## src/rtl/lsu_pkg.sv

```systemverilog
`default_nettype none
// ============================================================================
// Module      : lsu_pkg
// Description : Shared load/store size codes, FSM state type and lane helpers
//               for the load/store unit.
// Revision    : 1.0 - initial release
// ============================================================================
package lsu_pkg;

    localparam logic [2:0] LDST_B  = 3'b000;
    localparam logic [2:0] LDST_H  = 3'b001;
    localparam logic [2:0] LDST_W  = 3'b010;
    localparam logic [2:0] LDST_BU = 3'b100;
    localparam logic [2:0] LDST_HU = 3'b101;

    typedef enum logic {
        IDLE = 1'b0,
        WAIT = 1'b1
    } lsu_state_t;

    // Stores only exist in signed-size encodings; the unsigned codes are load-only.
    function automatic logic lsu_is_legal(input logic       we,
                                          input logic [2:0] size,
                                          input logic [1:0] off);
        logic ok;
        case (size)
            LDST_B, LDST_BU: ok = 1'b1;
            LDST_H, LDST_HU: ok = ~off[0];
            LDST_W:          ok = (off == 2'b00);
            default:         ok = 1'b0;
        endcase
        if (we && size[2]) begin
            ok = 1'b0;
        end
        return ok;
    endfunction

    function automatic logic [3:0] lsu_byte_en(input logic [2:0] size,
                                               input logic [1:0] off);
        logic [3:0] be;
        case (size[1:0])
            2'b00:   be = 4'b0001 << off;
            2'b01:   be = off[1] ? 4'b1100 : 4'b0011;
            default: be = 4'b1111;
        endcase
        return be;
    endfunction

    function automatic logic [31:0] lsu_store_data(input logic [2:0]  size,
                                                   input logic [31:0] wd);
        logic [31:0] d;
        case (size[1:0])
            2'b00:   d = {4{wd[7:0]}};
            2'b01:   d = {2{wd[15:0]}};
            default: d = wd;
        endcase
        return d;
    endfunction

endpackage
`default_nettype wire

```

## src/rtl/lsu_load_align.sv

```systemverilog
`default_nettype none
// ============================================================================
// Module      : lsu_load_align
// Description : Selects the addressed byte/half lane of a read word and
//               sign- or zero-extends it to 32 bits.
// Revision    : 1.0 - initial release
// ============================================================================
module lsu_load_align
    import lsu_pkg::*;
(
    input  logic [2:0]  i_size,
    input  logic [1:0]  i_offset,
    input  logic [31:0] i_rdata,
    output logic [31:0] o_result
);

    logic [7:0]  w_byte;
    logic [15:0] w_half;

    always_comb begin
        w_byte = i_rdata[7:0];
        case (i_offset)
            2'b00:   w_byte = i_rdata[7:0];
            2'b01:   w_byte = i_rdata[15:8];
            2'b10:   w_byte = i_rdata[23:16];
            default: w_byte = i_rdata[31:24];
        endcase
    end

    assign w_half = i_offset[1] ? i_rdata[31:16] : i_rdata[15:0];

    always_comb begin
        o_result = i_rdata;
        case (i_size)
            LDST_B:  o_result = {{24{w_byte[7]}}, w_byte};
            LDST_BU: o_result = {24'h000000, w_byte};
            LDST_H:  o_result = {{16{w_half[15]}}, w_half};
            LDST_HU: o_result = {16'h0000, w_half};
            default: o_result = i_rdata;
        endcase
    end

endmodule
`default_nettype wire

```

## src/rtl/lsu_core_master.sv

```systemverilog
`default_nettype none
// ============================================================================
// Module      : lsu_core_master
// Description : Load/store unit initiator: issues one data-memory access per
//               core request, stalls the core until ready, returns load data.
// Revision    : 1.0 - initial release
// ============================================================================
module lsu_core_master
    import lsu_pkg::*;
#(
    parameter int ADDR_W = 32,
    parameter int DATA_W = 32
) (
    input  logic              clk_i,
    input  logic              rst_i,
    input  logic              core_req_i,
    input  logic              core_we_i,
    input  logic [2:0]        core_size_i,
    input  logic [ADDR_W-1:0] core_addr_i,
    input  logic [DATA_W-1:0] core_wd_i,
    output logic [DATA_W-1:0] core_rd_o,
    output logic              core_stall_o,
    output logic              core_err_o,
    output logic              mem_req_o,
    output logic              mem_we_o,
    output logic [3:0]        mem_be_o,
    output logic [ADDR_W-1:0] mem_addr_o,
    output logic [DATA_W-1:0] mem_wd_o,
    input  logic [DATA_W-1:0] mem_rd_i,
    input  logic              mem_ready_i
);

    lsu_state_t        r_state;
    lsu_state_t        w_state_nxt;

    logic              r_we;
    logic [2:0]        r_size;
    logic [ADDR_W-1:0] r_addr;
    logic [DATA_W-1:0] r_wd;

    logic              w_legal;
    logic              w_start;
    logic [DATA_W-1:0] w_load_data;

    assign w_legal = lsu_is_legal(core_we_i, core_size_i, core_addr_i[1:0]);
    assign w_start = (r_state == IDLE) && core_req_i && w_legal;

    lsu_load_align u_load_align (
        .i_size   (r_size),
        .i_offset (r_addr[1:0]),
        .i_rdata  (mem_rd_i),
        .o_result (w_load_data)
    );

    always_ff @(posedge clk_i or negedge rst_i) begin
        if (!rst_i) begin
            r_state <= IDLE;
            r_we    <= 1'b0;
            r_size  <= 3'b000;
            r_addr  <= '0;
            r_wd    <= '0;
        end else begin
            r_state <= w_state_nxt;
            if (w_start) begin
                r_we   <= core_we_i;
                r_size <= core_size_i;
                r_addr <= core_addr_i;
                r_wd   <= core_wd_i;
            end
        end
    end

    // rst_i gates the IDLE path so nothing leaks out while reset is held.
    always_comb begin
        w_state_nxt  = r_state;
        mem_req_o    = 1'b0;
        mem_we_o     = 1'b0;
        mem_be_o     = 4'b0000;
        mem_addr_o   = '0;
        mem_wd_o     = '0;
        core_stall_o = 1'b0;
        core_err_o   = 1'b0;
        core_rd_o    = '0;
        case (r_state)
            IDLE: begin
                if (core_req_i && rst_i) begin
                    if (w_legal) begin
                        mem_req_o    = 1'b1;
                        mem_we_o     = core_we_i;
                        mem_be_o     = lsu_byte_en(core_size_i, core_addr_i[1:0]);
                        mem_addr_o   = core_addr_i;
                        mem_wd_o     = lsu_store_data(core_size_i, core_wd_i);
                        core_stall_o = 1'b1;
                        w_state_nxt  = WAIT;
                    end else begin
                        core_err_o = 1'b1;
                    end
                end
            end
            WAIT: begin
                mem_we_o   = r_we;
                mem_be_o   = lsu_byte_en(r_size, r_addr[1:0]);
                mem_addr_o = r_addr;
                mem_wd_o   = lsu_store_data(r_size, r_wd);
                if (mem_ready_i) begin
                    w_state_nxt = IDLE;
                    if (!r_we) begin
                        core_rd_o = w_load_data;
                    end
                end else begin
                    mem_req_o    = 1'b1;
                    core_stall_o = 1'b1;
                end
            end
            default: w_state_nxt = IDLE;
        endcase
    end

endmodule
`default_nettype wire
```

## config.mk

```make
export PLATFORM = sky130hd
export DESIGN_NAME = lsu_core_master
export DESIGN_NICKNAME = d
export VERILOG_FILES = /design/src/rtl/lsu_pkg.sv /design/src/rtl/lsu_load_align.sv /design/src/rtl/lsu_core_master.sv
export SDC_FILE = /design/constraint.sdc
export NUM_CORES = 1
export LEC_CHECK = 0
export CAP_MARGIN = 20
export CORE_ASPECT_RATIO = 0.9
export CORE_MARGIN = 5
export CORE_UTILIZATION = 40
export CTS_CLUSTER_DIAMETER = 120
export DETAILED_ROUTE_END_ITERATION = 12
export PLACE_DENSITY = 0.76
export SLEW_MARGIN = 10
export SYNTH_ARGS = -nofsm -noshare
export SYNTH_HDL_FRONTEND = slang
export SYNTH_HIERARCHICAL = 1
export SYNTH_SLANG_ARGS = --single-unit
export TNS_END_PERCENT = 50
```

## constraint.sdc

```tcl
create_clock -name clk_i -period 3.7 [get_ports clk_i]
set_input_delay 0.74 -clock clk_i [delete_from_list [all_inputs] [get_ports clk_i]]
set_output_delay 0.74 -clock clk_i [all_outputs]
set_load 0.02 [all_outputs]
```

; ---- After elaboration in Yosys (flattened, before gate mapping)
; Index checks and enable logic that the tools add are counted.
[word_totals]
reg_bits = 69
latch_bits = 0
ram_bits = 0
romBits = 0
output_inout_bits = 104
mem_count = 0
[classes]
add_sub_neg = 0
mul = 0
n_div = 0
n_lt_le_gt_ge = 0
eq_ne = 11
n_shift = 2
muxes = 33
n_bitwise = 2
reduce_logical = 12
[ops]
columns = cell, count
row1 = $pmux W32 S2, 4
row2 = $mux W32, 7
row3 = $pmux W32 S4, 1
row4 = $pmux W4 S2, 3
row5 = $pmux W8 S3, 1
row6 = $mux W16, 1
row7 = $mux W4, 4
row8 = $eq A3 B3 Y1 const B, 4
row9 = $mux W1, 9
row10 = $logic_not A2 Y1, 4
row11 = $shl A1 B2 Y4 const A, 2
row12 = $eq A2 B1 Y1 const B, 3
row13 = $eq A3 B1 Y1 const B, 2
row14 = $logic_not A3 Y1, 2
row15 = $logic_and A1 B1 Y1, 4
row16 = $pmux W1 S2, 2
row17 = $reduce_or A2 Y1, 2
row18 = $eq A3 B2 Y1 const B, 1
row19 = $pmux W1 S3, 1
row20 = $eq A2 B2 Y1 const B, 1
row21 = $not A1 Y1, 2

; ---- Longest topological paths before layout
; Gate-level depths: netlist of the first run.
[depth]
depth_word = 7
mapped_depth = 6
mapped_depth_nobuf = 4

; ---- Cells and area by module
; The synthesis of the first run kept the hierarchy.
[modules_own_cells]
columns = module, n_inst, cells_per_inst, area_each_um2, seq_area_each_um2
row1 = lsu_core_master, 1, 383, 4304.1, 1726.7
row2 = lsu_load_align, 1, 133, 969.7, 0.0

; ---- Least setup slack after synthesis of the first run
; Ideal clock, no wire load.
[synth_timing]
path_type = input-to-output
start = input core_size_i[0]
end = output mem_be_o[3]
arrival_ns = 2.232
setup_slack_ns = 0.728
path_stages = 4
path_buffers = 1
path_cell_list = buf_2 nor4_4 o21bai_1 o311ai_0
[synth_via]
elab_chain_len = 7
elab_cells_between_ends = 15
classes_between = eq/ne (5) / mux (6) / reduce/logical (4)
[synth_lines]
columns = item, line_no
row1 = from (decl), lsu_core_master.sv:18  ; input logic [2:0] core_size_i,
row2 = "$eq A3 B1 Y1, or another cell as far along", lsu_pkg.sv:26  ; case (size)
row3 = $reduce_or A2 Y1, lsu_pkg.sv:26
row4 = $pmux W1 S3, lsu_pkg.sv:26
row5 = $mux W1, lsu_pkg.sv:32  ; if (we && size[2]) begin
row6 = $mux W4 (*), lsu_core_master.sv:87  ; if (w_legal) begin
row7 = $mux W4 (*), lsu_core_master.sv:86  ; if (core_req_i && rst_i) begin
row8 = $pmux W4 S2 (*), lsu_core_master.sv:84  ; case (r_state)
row9 = to (decl), lsu_core_master.sv:26  ; output logic [3:0] mem_be_o,
; Mark *: on every way between the ends. The rest lies on a longest branch, timed or not.

; ---- Worst setup path after layout of the first run
[layout_timing]
start = input core_size_i[2]
end = output mem_wd_o[31]
[layout_via]
elab_chain_len = 7
elab_cells_between_ends = 13
classes_between = eq/ne (4) / mux (5) / reduce/logical (4)
[layout_lines]
columns = item, line_no
row1 = "$eq A3 B1 Y1, or another cell as far along", lsu_pkg.sv:26
row2 = $reduce_or A2 Y1, lsu_pkg.sv:26
row3 = $pmux W1 S3, lsu_pkg.sv:26
row4 = $mux W1 (*), lsu_pkg.sv:32
row5 = $mux W32 (*), lsu_core_master.sv:87
row6 = $mux W32 (*), lsu_core_master.sv:86
row7 = $pmux W32 S2 (*), lsu_core_master.sv:84
row8 = to (decl), lsu_core_master.sv:28  ; output logic [DATA_W-1:0] mem_wd_o,
; Marked as above.

==> results.sh, run 1 <==
export IMPL_start_kind="input port"
export IMPL_pre_cts_ws_ps=-212.3
export IMPL_max_cap_viol_count=0
export IMPL_rows=39
export IMPL_leakage_nw=3.269
export IMPL_cp_num_buf_inv=3
export IMPL_grt_start_max_net_pins=70
export IMPL_worstReg2RegStart="r_state"
export IMPL_fp_dieH_um=118.9
export IMPL_first_pass_iters=5
export IMPL_min_period_over_period_pct=100.6
export IMPL_crit_path_end_kind="primary output"
export IMPL_grt_usage_pct=22.66
export IMPL_design_core_area_um2=12780
export IMPL_slew_viol_final=0
export IMPL_finalCriticalPeriod_ps=3722
export IMPL_setup_ws_ps=-22.48
export IMPL_yosysSeqAreaShare_pct=32.74
export IMPL_drt_met1_wl_mm=7.337
export IMPL_arrival_ps=2980
export IMPL_ant_nets=0
export IMPL_synth_cell_area_um2=5274
export IMPL_top_layer="met4"
export IMPL_layout_drive_gt1_share_pct=17.95
export IMPL_cts_hold_fix_buffers=0
export IMPL_routed_wl_mm=18.33
export IMPL_relSlewSlack_pct=40.45
export IMPL_dr_total_vias=5149
export IMPL_antenna_found_initial=0
export IMPL_clk_root_buffer_cell="clkbuf_16"
export IMPL_worstMarginPinSlew_ps=893.3
export IMPL_syn_to_final_growth_pct=48.04
export IMPL_cts_sink_count=69
export IMPL_initial_core_util_pct=41.25
export IMPL_ys_warn_count=6
export IMPL_cpMostUsedCell="clkdlybuf4s50_1"
export IMPL_final_cell_mix="clkdlybuf4s50_1 (202), dfrtp_1 (68), mux2i_1 (51), a22o_1 (49), mux2_2 (48)"
export IMPL_numCtsBuffers=9
export IMPL_synth_cell_type_count=41
export IMPL_ys_ff_latch=69
export IMPL_p_seq_share_pct=32.4
export IMPL_wl_met2_mm=8.526
export IMPL_clk_path_buf_depth=2
export IMPL_io_pins=208
export IMPL_portBuffers=207
export IMPL_die_w_um=131.0
export IMPL_grt_pass1_wl_mm=28.36
export IMPL_finalPower_mw=3.524
export IMPL_worst_path_max_delay_cell="clkdlybuf4s50_1"
export IMPL_synthCells=516
export IMPL_nFillCells=1034
export IMPL_dp_hpwl_mm=13.19
export IMPL_fmax_mhz=268.6
export IMPL_max_stage_delay_ps=610
export IMPL_pwr_share_comb_pct=42.4
export IMPL_run_status="finished, violations left"
export IMPL_rsz0062_at_grt="yes"
export IMPL_critical_path_class="in -> out"
export IMPL_h_tree_depth=3
export IMPL_cts_tree="yes"
export IMPL_p_int_mw=2.280
export IMPL_clock_latency_ps=340
export IMPL_p_sw_share_pct=35.31
export IMPL_hp_class="reg -> reg"
export IMPL_fin_setup_tns_ps=-39.13
export IMPL_p_per_area_nw_per_um2=451.4
export IMPL_hold_end="r_wd[29]"
export IMPL_finalHoldViolCount=0
export IMPL_reg2reg_to="r_wd[21]"
export IMPL_path_cells="clkdlybuf4s50_1 > nor4_4 > o21ba_2 > buf_4 > a22o_1 > clkdlybuf4s50_1"
export IMPL_post_drt_wl_per_cell_um=20.90
export IMPL_clk_pin_slew_ps=50
export IMPL_avgSynthCellArea_um2=10.22
export IMPL_worstHoldStart="r_wd[29]"
export IMPL_dieArea_um2=15580
export IMPL_vdd_drop_max_mv=0.2573
export IMPL_synthesis_nets=620
export IMPL_power_share_clock_pct=25.2
export IMPL_dr_wl_met3_mm=2.095
export IMPL_via_per_inst=5.871
export IMPL_crit_family="buffers and inverters"
export IMPL_diodes=0
export IMPL_fin_util_pct=61.07
export IMPL_layout_commonest_cell="clkdlybuf4s50_1"
export IMPL_grt_pass1_vias=5164
export IMPL_cp_required_ps=2960
export IMPL_nNetsFinal=812
export IMPL_place_inst=860
export IMPL_fin_worst_skew_ps=9.122
export IMPL_routabilityCongestion=0.8796
export IMPL_ff2ff_setup_slack_ps=1470
export IMPL_grt_overflow_total=0
export IMPL_finalSetupViolations=5
export IMPL_drt_first_iter_violations=337
export IMPL_instances_no_fill=877
export IMPL_critical_path_peak_fanout=16
export IMPL_violations="negative setup slack"
export IMPL_switching_power_mw=1.244
export IMPL_worstRegToRegCells=4
export IMPL_drc_errors=0
export IMPL_whs_path_depth=1
-- synth_stat cells, drive strengths merged --
library cell,number,area (µm²)
o221ai,7,86.34
nor4,1,21.27
and3,1,6.260
and2,32,200.2
mux4,7,183.9
o21ba,1,10.01
mux2i,51,510.5
nand2b,3,18.77
inv,12,45.04
clkbuf,23,86.33
nand2,24,90.09
o311ai,1,8.760
a22oi,1,21.27
o2bb2ai,1,8.760
a21oi,19,95.09
o21a,1,7.510
a22o,49,429.2
o21bai,3,22.52
nor3,1,5.000
buf,28,200.2
clkinv,1,3.750
nor2b,10,62.56
a221oi,3,32.53
mux2,69,855.8
o31a,1,8.760
or2,1,6.260
nand3b,1,7.510
o211ai,1,12.51
nand3,1,5.000
o21ai,19,95.09
nor2,32,120.1
o22ai,35,219.0
a311oi,7,61.31
dfrtp,69,1727
-- flip-flops by register name, summed over array words and instances, names as in the netlist --
signal	count
r_wd	32
r_we	1
r_size	3
r_addr	32
r_state	1
-- routing by layer --
layer / global-route usage (%) / vias up
li1: - / 2321
met2: 36.52 / 286
met4: 6.684 / 0
met3: 6.938 / 29
met1: 29.20 / 2513
met5: 0 / -
-- worst max-delay path by stage --
| stage | end | depth (start not counted) | from | slack [ps] |
|---|---|---|---|---|
| final | mem_wd_o[31] | 6 | core_size_i[2] | -20 |
| after global routing | mem_wd_o[31] | 6 | core_addr_i[0] | -60 |
| after CTS | mem_wd_o[31] | 6 | core_size_i[2] | 3 |
| after detailed placement | mem_wd_o[12] | 5 | core_size_i[0] | -210 |
| after global placement | mem_wd_o[13] | 5 | core_size_i[0] | -90 |
| after floorplan | mem_be_o[3] | 4 | core_size_i[0] | 730 |
-- cell type report --
type,instances,area (µm²),area share (%)
well taps,164,205.2,2.628
inverters,13,48.80,0.6250
clock buffers,11,252.7,3.237
clock inverters,5,58.81,0.7532
repair buffers,232,2281,29.21
flip-flops and latches,69,1728,22.13
multi-input cells,383,3233,41.41
-- power groups by stage --
stage          registers, mW  clock network, mW  logic (mW)
2_1_floorplan           1.05                  0        1.04
3_3_place_gp            1.13                  0        1.45
3_5_place_dp            1.15                  0        1.48
4_1_cts                 1.14              0.898        1.49
5_1_grt                 1.17              0.931        1.60
6_report                1.14              0.887        1.50
-- through the flow --
stage / hold slack (ps) / instance area (µm²)
after global routing: 519.4 / 7807
after floorplan: 444.4 / 5274
after detailed placement: 494.0 / 7481
after CTS: 507.1 / 7801
final: 508.5 / 7807
after global placement: 487.5 / 7481
-- cell families after synthesis --
group	after synthesis	synth area share, %
AO/OA/AOI/OAI	149	21.21
buffers and inverters	64	6.358
flip-flops	69	32.74
multiplexers	127	29.40
AND/OR/NAND/NOR	107	10.30
-- repair_timing --
item / in CTS / in global routing
setup endpoints to repair: 34 / 45
buffers inserted: 1 / 0
resized for setup: 5 / 3
pin swaps: 2 / 0
Power figures use the tool's default switching activity.
==> run 2, diff against run 1 <==
Settings changed: TNS_END_PERCENT 50 to 10.
==> run 2 against run 1 <==
The run now ends clean; clock power hardly changed; utilization is 0.64 points higher; non-clock buffer count is 1 lower; critical path type unchanged; die area stayed put; combinational power hardly changed; final area is 1.0% higher; global-route usage hardly changed; maximum frequency is 2.0% higher; register-to-register slack hardly changed.
==> results.sh, run 2 (synthesized netlist as in run 1, its figures left out) <==
export IMPL_critical_path_peak_fanout=33
export IMPL_min_period_over_period_pct=98.65
export IMPL_grt_usage_pct=22.64
export IMPL_finalCriticalPeriod_ps=3650
export IMPL_fp_dieH_um=118.9
export IMPL_nNetsFinal=811
export IMPL_dp_hpwl_mm=13.19
export IMPL_cpMostUsedCell="clkdlybuf4s50_1"
export IMPL_worstMarginPinSlew_ps=897.7
export IMPL_p_per_area_nw_per_um2=446.3
export IMPL_routabilityCongestion=0.8796
export IMPL_max_cap_viol_count=0
export IMPL_final_cell_mix="clkdlybuf4s50_1 (171), dfrtp_1 (68), mux2i_1 (51), a22o_1 (49), mux2_2 (48)"
export IMPL_clk_path_buf_depth=2
export IMPL_cts_tree="yes"
export IMPL_ff_latch_area_um2=1728
export IMPL_fin_worst_skew_ps=6.694
export IMPL_die_w_um=131.0
export IMPL_crit_family="buffers and inverters"
export IMPL_finalSetupViolations=0
export IMPL_portBuffers=207
export IMPL_design_core_area_um2=12780
export IMPL_cp_required_ps=2960
export IMPL_pre_cts_ws_ps=-212.3
export IMPL_syn_to_final_growth_pct=49.58
export IMPL_largestRegisters="r_addr: 32 flops, r_wd: 32 flops, r_size: 3 flops"
export IMPL_slew_viol_final=0
export IMPL_dieArea_um2=15580
export IMPL_multi_input_area_um2=3244
export IMPL_fin_setup_tns_ps=0
export IMPL_grt_start_max_net_pins=70
export IMPL_drt_first_iter_violations=351
export IMPL_path_cells="clkdlybuf4s50_1 > nor4_4 > o21ba_2 > buf_12 > a22o_1 > clkdlybuf4s50_1"
export IMPL_leakage_nw=3.792
export IMPL_run_status="finished, final reports clean"
export IMPL_numCtsBuffers=9
export IMPL_dr_total_vias=5119
export IMPL_rows=39
export IMPL_grt_pass1_vias=5153
export IMPL_start_kind="input port"
export IMPL_diodes=0
export IMPL_ant_nets=0
export IMPL_arrival_ps=2910
export IMPL_hp_class="reg -> reg"
export IMPL_grt_overflow_total=0
export IMPL_routed_wl_mm=18.38
export IMPL_setup_ws_ps=49.91
export IMPL_clk_root_buffer_cell="clkbuf_16"
export IMPL_via_per_inst=5.844
export IMPL_grt_pass1_wl_mm=28.34
export IMPL_fin_util_pct=61.70
export IMPL_nFillCells=1031
export IMPL_h_tree_depth=3
export IMPL_layout_commonest_cell="clkdlybuf4s50_1"
export IMPL_worst_path_max_delay_cell="clkdlybuf4s50_1"
export IMPL_cts_sink_count=69
export IMPL_max_stage_delay_ps=620
export IMPL_first_pass_iters=5
export IMPL_critical_path_class="in -> out"
export IMPL_fmax_mhz=274.0
export IMPL_drc_errors=0
export IMPL_crit_path_end_kind="primary output"
export IMPL_layout_drive_gt1_share_pct=17.84
export IMPL_initial_core_util_pct=41.25
export IMPL_cts_hold_fix_buffers=0
export IMPL_post_drt_wl_per_cell_um=20.98
export IMPL_cp_num_buf_inv=3
export IMPL_antenna_found_initial=0
export IMPL_io_pins=208
export IMPL_clock_latency_ps=330
export IMPL_finalHoldViolCount=0
export IMPL_post_cts_setup_buffers=0
export IMPL_relSlewSlack_pct=40.16
export IMPL_clk_pin_slew_ps=50
export IMPL_vdd_drop_max_mv=0.2624
## run 2: cell count changes in the layout (fill, tap and decap cells not counted), sizes merged
cell / previous run / this run
dlymetal6s2s: 1 / 32
buf: 26 / 25
clkdlybuf4s50: 202 / 171
## run 2: worst paths after layout
kind	startpoint	end	cells past startpoint	slack, ps
max	core_size_i[2]	mem_addr_o[23]	6	50
min	r_wd[29]	r_wd[29]	1	510
max reg2reg	r_state	r_wd[21]	4	1460
min reg2reg	r_wd[29]	r_wd[29]	1	510
max in group asynchronous	rst_i	r_state	2	2420
min in group asynchronous	rst_i	r_addr[4]	2	660
## run 2: cell type report
cell class,count,area share [%]
clock buffers,11,3.204
clock inverters,5,0.7454
inverters,13,0.6186
multi-input cells,383,41.13
flip-flops and latches,69,21.90
well taps,164,2.601
repair buffers,231,29.80
## run 2: power breakdown
group | internal (mW) | leakage [nW] | switching, mW
logic | 0.771 | 2.83 | 0.720
clock network | 0.558 | 0.148 | 0.330
registers | 0.945 | 0.815 | 0.197
## run 2: worst register-to-register path: cells and delay by family, from the launching register on
kind | cells | cell delay [ps]
buffers and inverters | 2 | 760
flip-flops | 1 | 690
multiplexers | 1 | 470
AO/OA/AOI/OAI | 1 | 200
## run 2: metal layers
| metal | vias to the layer above | global-route usage (%) | share of wire [%] |
|---|---|---|---|
| li1 | 2314 | - | - |
| met1 | 2491 | 29.26 | 40 |
| met2 | 278 | 36.45 | 46 |
| met3 | 36 | 6.849 | 11 |
| met4 | 0 | 6.684 | 2.2 |
| met5 | - | 0 | 0 |
## run 2: through the flow
step	power [mW]	area, µm²	std cells	hold WS [ps]
after global routing	3.694	7889	876	519.4
after CTS	3.523	7794	876	507.1
after floorplan	2.090	5274	516	444.4
after global placement	2.574	7481	860	487.5
after detailed placement	2.623	7481	860	494.0
final	3.521	7889	876	507.7
## run 2: timing repair
item	4_1_cts	5_1_grt
pin swaps	1	1
setup endpoints to repair	34	53
resized for setup	5	35
==> run 3, diff against run 2 <==
Settings changed: PLACE_DENSITY 0.76 to 0.81, REMOVE_ABC_BUFFERS set to 1.
==> run 3 against run 2 <==
Maximum frequency shrank 1.2%; routed wire length shrank 0.22%; total power is 3.8% higher; sequential power about the same; sequential share of layout area fell by 0.091 points; hold slack worse by 1.8 ps; global-route usage grew 0.40 points; clock-buffer cell count unchanged; largest cell class unchanged; setup slack worse by 45 ps; register-to-register slack got worse by 20 ps.
==> results.sh, run 3 (synthesized netlist as in run 1, its figures left out) <==
export IMPL_finalSetupViolations=0
export IMPL_max_stage_delay_ps=640
export IMPL_die_w_um=131.0
export IMPL_routabilityCongestion=0.9001
export IMPL_portBuffers=207
export IMPL_grt_pass1_wl_mm=28.81
export IMPL_slew_viol_final=0
export IMPL_grt_start_max_net_pins=70
export IMPL_fp_dieH_um=118.9
export IMPL_nFillCells=1009
export IMPL_layout_commonest_cell="clkdlybuf4s50_1"
export IMPL_layout_drive_gt1_share_pct=18.59
export IMPL_fin_util_pct=62.01
export IMPL_critical_path_class="in -> out"
export IMPL_post_drt_wl_per_cell_um=20.70
export IMPL_start_kind="input port"
export IMPL_setup_ws_ps=5.140
export IMPL_cts_sink_count=69
export IMPL_placed_cell_area_um2=7542
export IMPL_leakage_nw=3.439
export IMPL_grt_pass1_vias=5427
export IMPL_h_tree_depth=3
export IMPL_antenna_found_initial=1
export IMPL_grt_usage_pct=23.05
export IMPL_pre_cts_ws_ps=-11.50
export IMPL_hp_class="reg -> reg"
export IMPL_via_per_inst=5.782
export IMPL_fin_worst_skew_ps=4.385
export IMPL_finalInstanceArea_um2=7928
export IMPL_crit_family="buffers and inverters"
export IMPL_dp_hpwl_mm=13.39
export IMPL_cpMostUsedCell="clkdlybuf4s50_1"
export IMPL_clk_path_buf_depth=2
export IMPL_nNetsFinal=821
export IMPL_cp_num_buf_inv=3
export IMPL_max_cap_viol_count=0
export IMPL_holdWs_ps=505.9
export IMPL_drc_errors=0
export IMPL_clock_latency_ps=320
export IMPL_critical_path_peak_fanout=34
export IMPL_cp_required_ps=2960
export IMPL_design_core_area_um2=12780
export IMPL_drt_first_iter_violations=310
export IMPL_largestRegisters="r_addr: 32 flops, r_wd: 32 flops, r_size: 3 flops"
export IMPL_numCtsBuffers=9
export IMPL_syn_to_final_growth_pct=50.32
export IMPL_routed_wl_mm=18.34
export IMPL_cts_tree="yes"
export IMPL_run_status="finished, final reports clean"
export IMPL_first_pass_iters=5
export IMPL_p_per_area_nw_per_um2=460.8
export IMPL_worstMarginPinSlew_ps=904.9
export IMPL_crit_path_end_kind="primary output"
export IMPL_cts_hold_fix_buffers=0
export IMPL_dieArea_um2=15580
export IMPL_final_cell_mix="clkdlybuf4s50_1 (197), dfrtp_1 (67), mux2i_1 (51), a22o_1 (49), mux2_2 (48)"
export IMPL_min_period_over_period_pct=99.86
export IMPL_finalCriticalPeriod_ps=3695
export IMPL_io_pins=208
export IMPL_instances_no_fill=886
export IMPL_vdd_drop_max_mv=0.3032
export IMPL_place_inst=868
export IMPL_relSlewSlack_pct=39.67
export IMPL_grt_overflow_total=0
export IMPL_initial_core_util_pct=41.25
export IMPL_rsz0062_at_grt="yes"
export IMPL_clk_root_buffer_cell="clkbuf_16"
export IMPL_worst_path_max_delay_cell="clkdlybuf4s50_1"
export IMPL_rows=39
export IMPL_path_cells="clkdlybuf4s50_1 > nor4_4 > o21ba_2 > buf_12 > a22o_1 > clkdlybuf4s50_1"
export IMPL_finalHoldViolCount=0
export IMPL_ant_nets=0
export IMPL_clk_pin_slew_ps=50
export IMPL_dr_total_vias=5123
export IMPL_arrival_ps=2950
export IMPL_fmax_mhz=270.6
-- run 3: changes by cell type in the layout (fill, tap and decap cells not counted), moves of 2 or more --
cell and delta:
buf_4 +9, bufinv_16 +2, clkdlybuf4s50_1 +26, clkinvlp_4 -2
dlymetal6s2s_1 -25, nor2_1 +2, nor2_2 -2
-- run 3: final timing paths --
| path | start | to | slack, ps | cells past startpoint |
|---|---|---|---|---|
| setup / recovery | core_size_i[2] | mem_addr_o[20] | 5 | 6 |
| hold reg to reg | r_wd[28] | r_wd[28] | 510 | 1 |
| min in group asynchronous | rst_i | r_wd[6] | 640 | 2 |
| setup reg to reg | r_state | r_wd[18] | 1440 | 5 |
| max in group asynchronous | rst_i | r_state | 2410 | 2 |
| hold / removal | r_wd[28] | r_wd[28] | 510 | 1 |
-- run 3: metal layers --
metal	track usage (%)	share of wire [%]	routed length, µm
met1	26.54	37	6762
met2	38.23	48	8771
met3	9.848	14	2478
met4	7.776	1.8	330
met5	0	0	0
-- run 3: timing repair --
action	CTS	global route
endpoints found under the setup margin	3	74
setup buffers	0	2
endpoints found under the hold margin	0	0
gates resized for setup	2	9
pin swaps	0	1
-- run 3: metrics by stage --
step	power, mW	TNS [ps]
floorplan	2.008	0
global placement	2.591	0
detailed placement	2.640	-11.95
CTS	3.658	-4.081
global route	3.855	-2132
finish	3.653	0
-- run 3: final cells by class --
cell class | count | area (µm²) | area share [%]
Antenna cell | 1 | 2.502 | 0.03157
Clock buffer | 11 | 252.7 | 3.188
Clock inverter | 4 | 95.09 | 1.199
Inverter | 13 | 48.80 | 0.6155
Multi-Input combinational cell | 383 | 3226 | 40.69
Sequential cell | 69 | 1729 | 21.81
Tap cell | 164 | 205.2 | 2.588
Timing Repair Buffer | 241 | 2369 | 29.88
-- run 3: power by group --
group          switching, mW  internal [mW]
Clock                  0.315          0.690
Combinational          0.739          0.791
Sequential             0.171          0.947
Total                   1.23           2.43
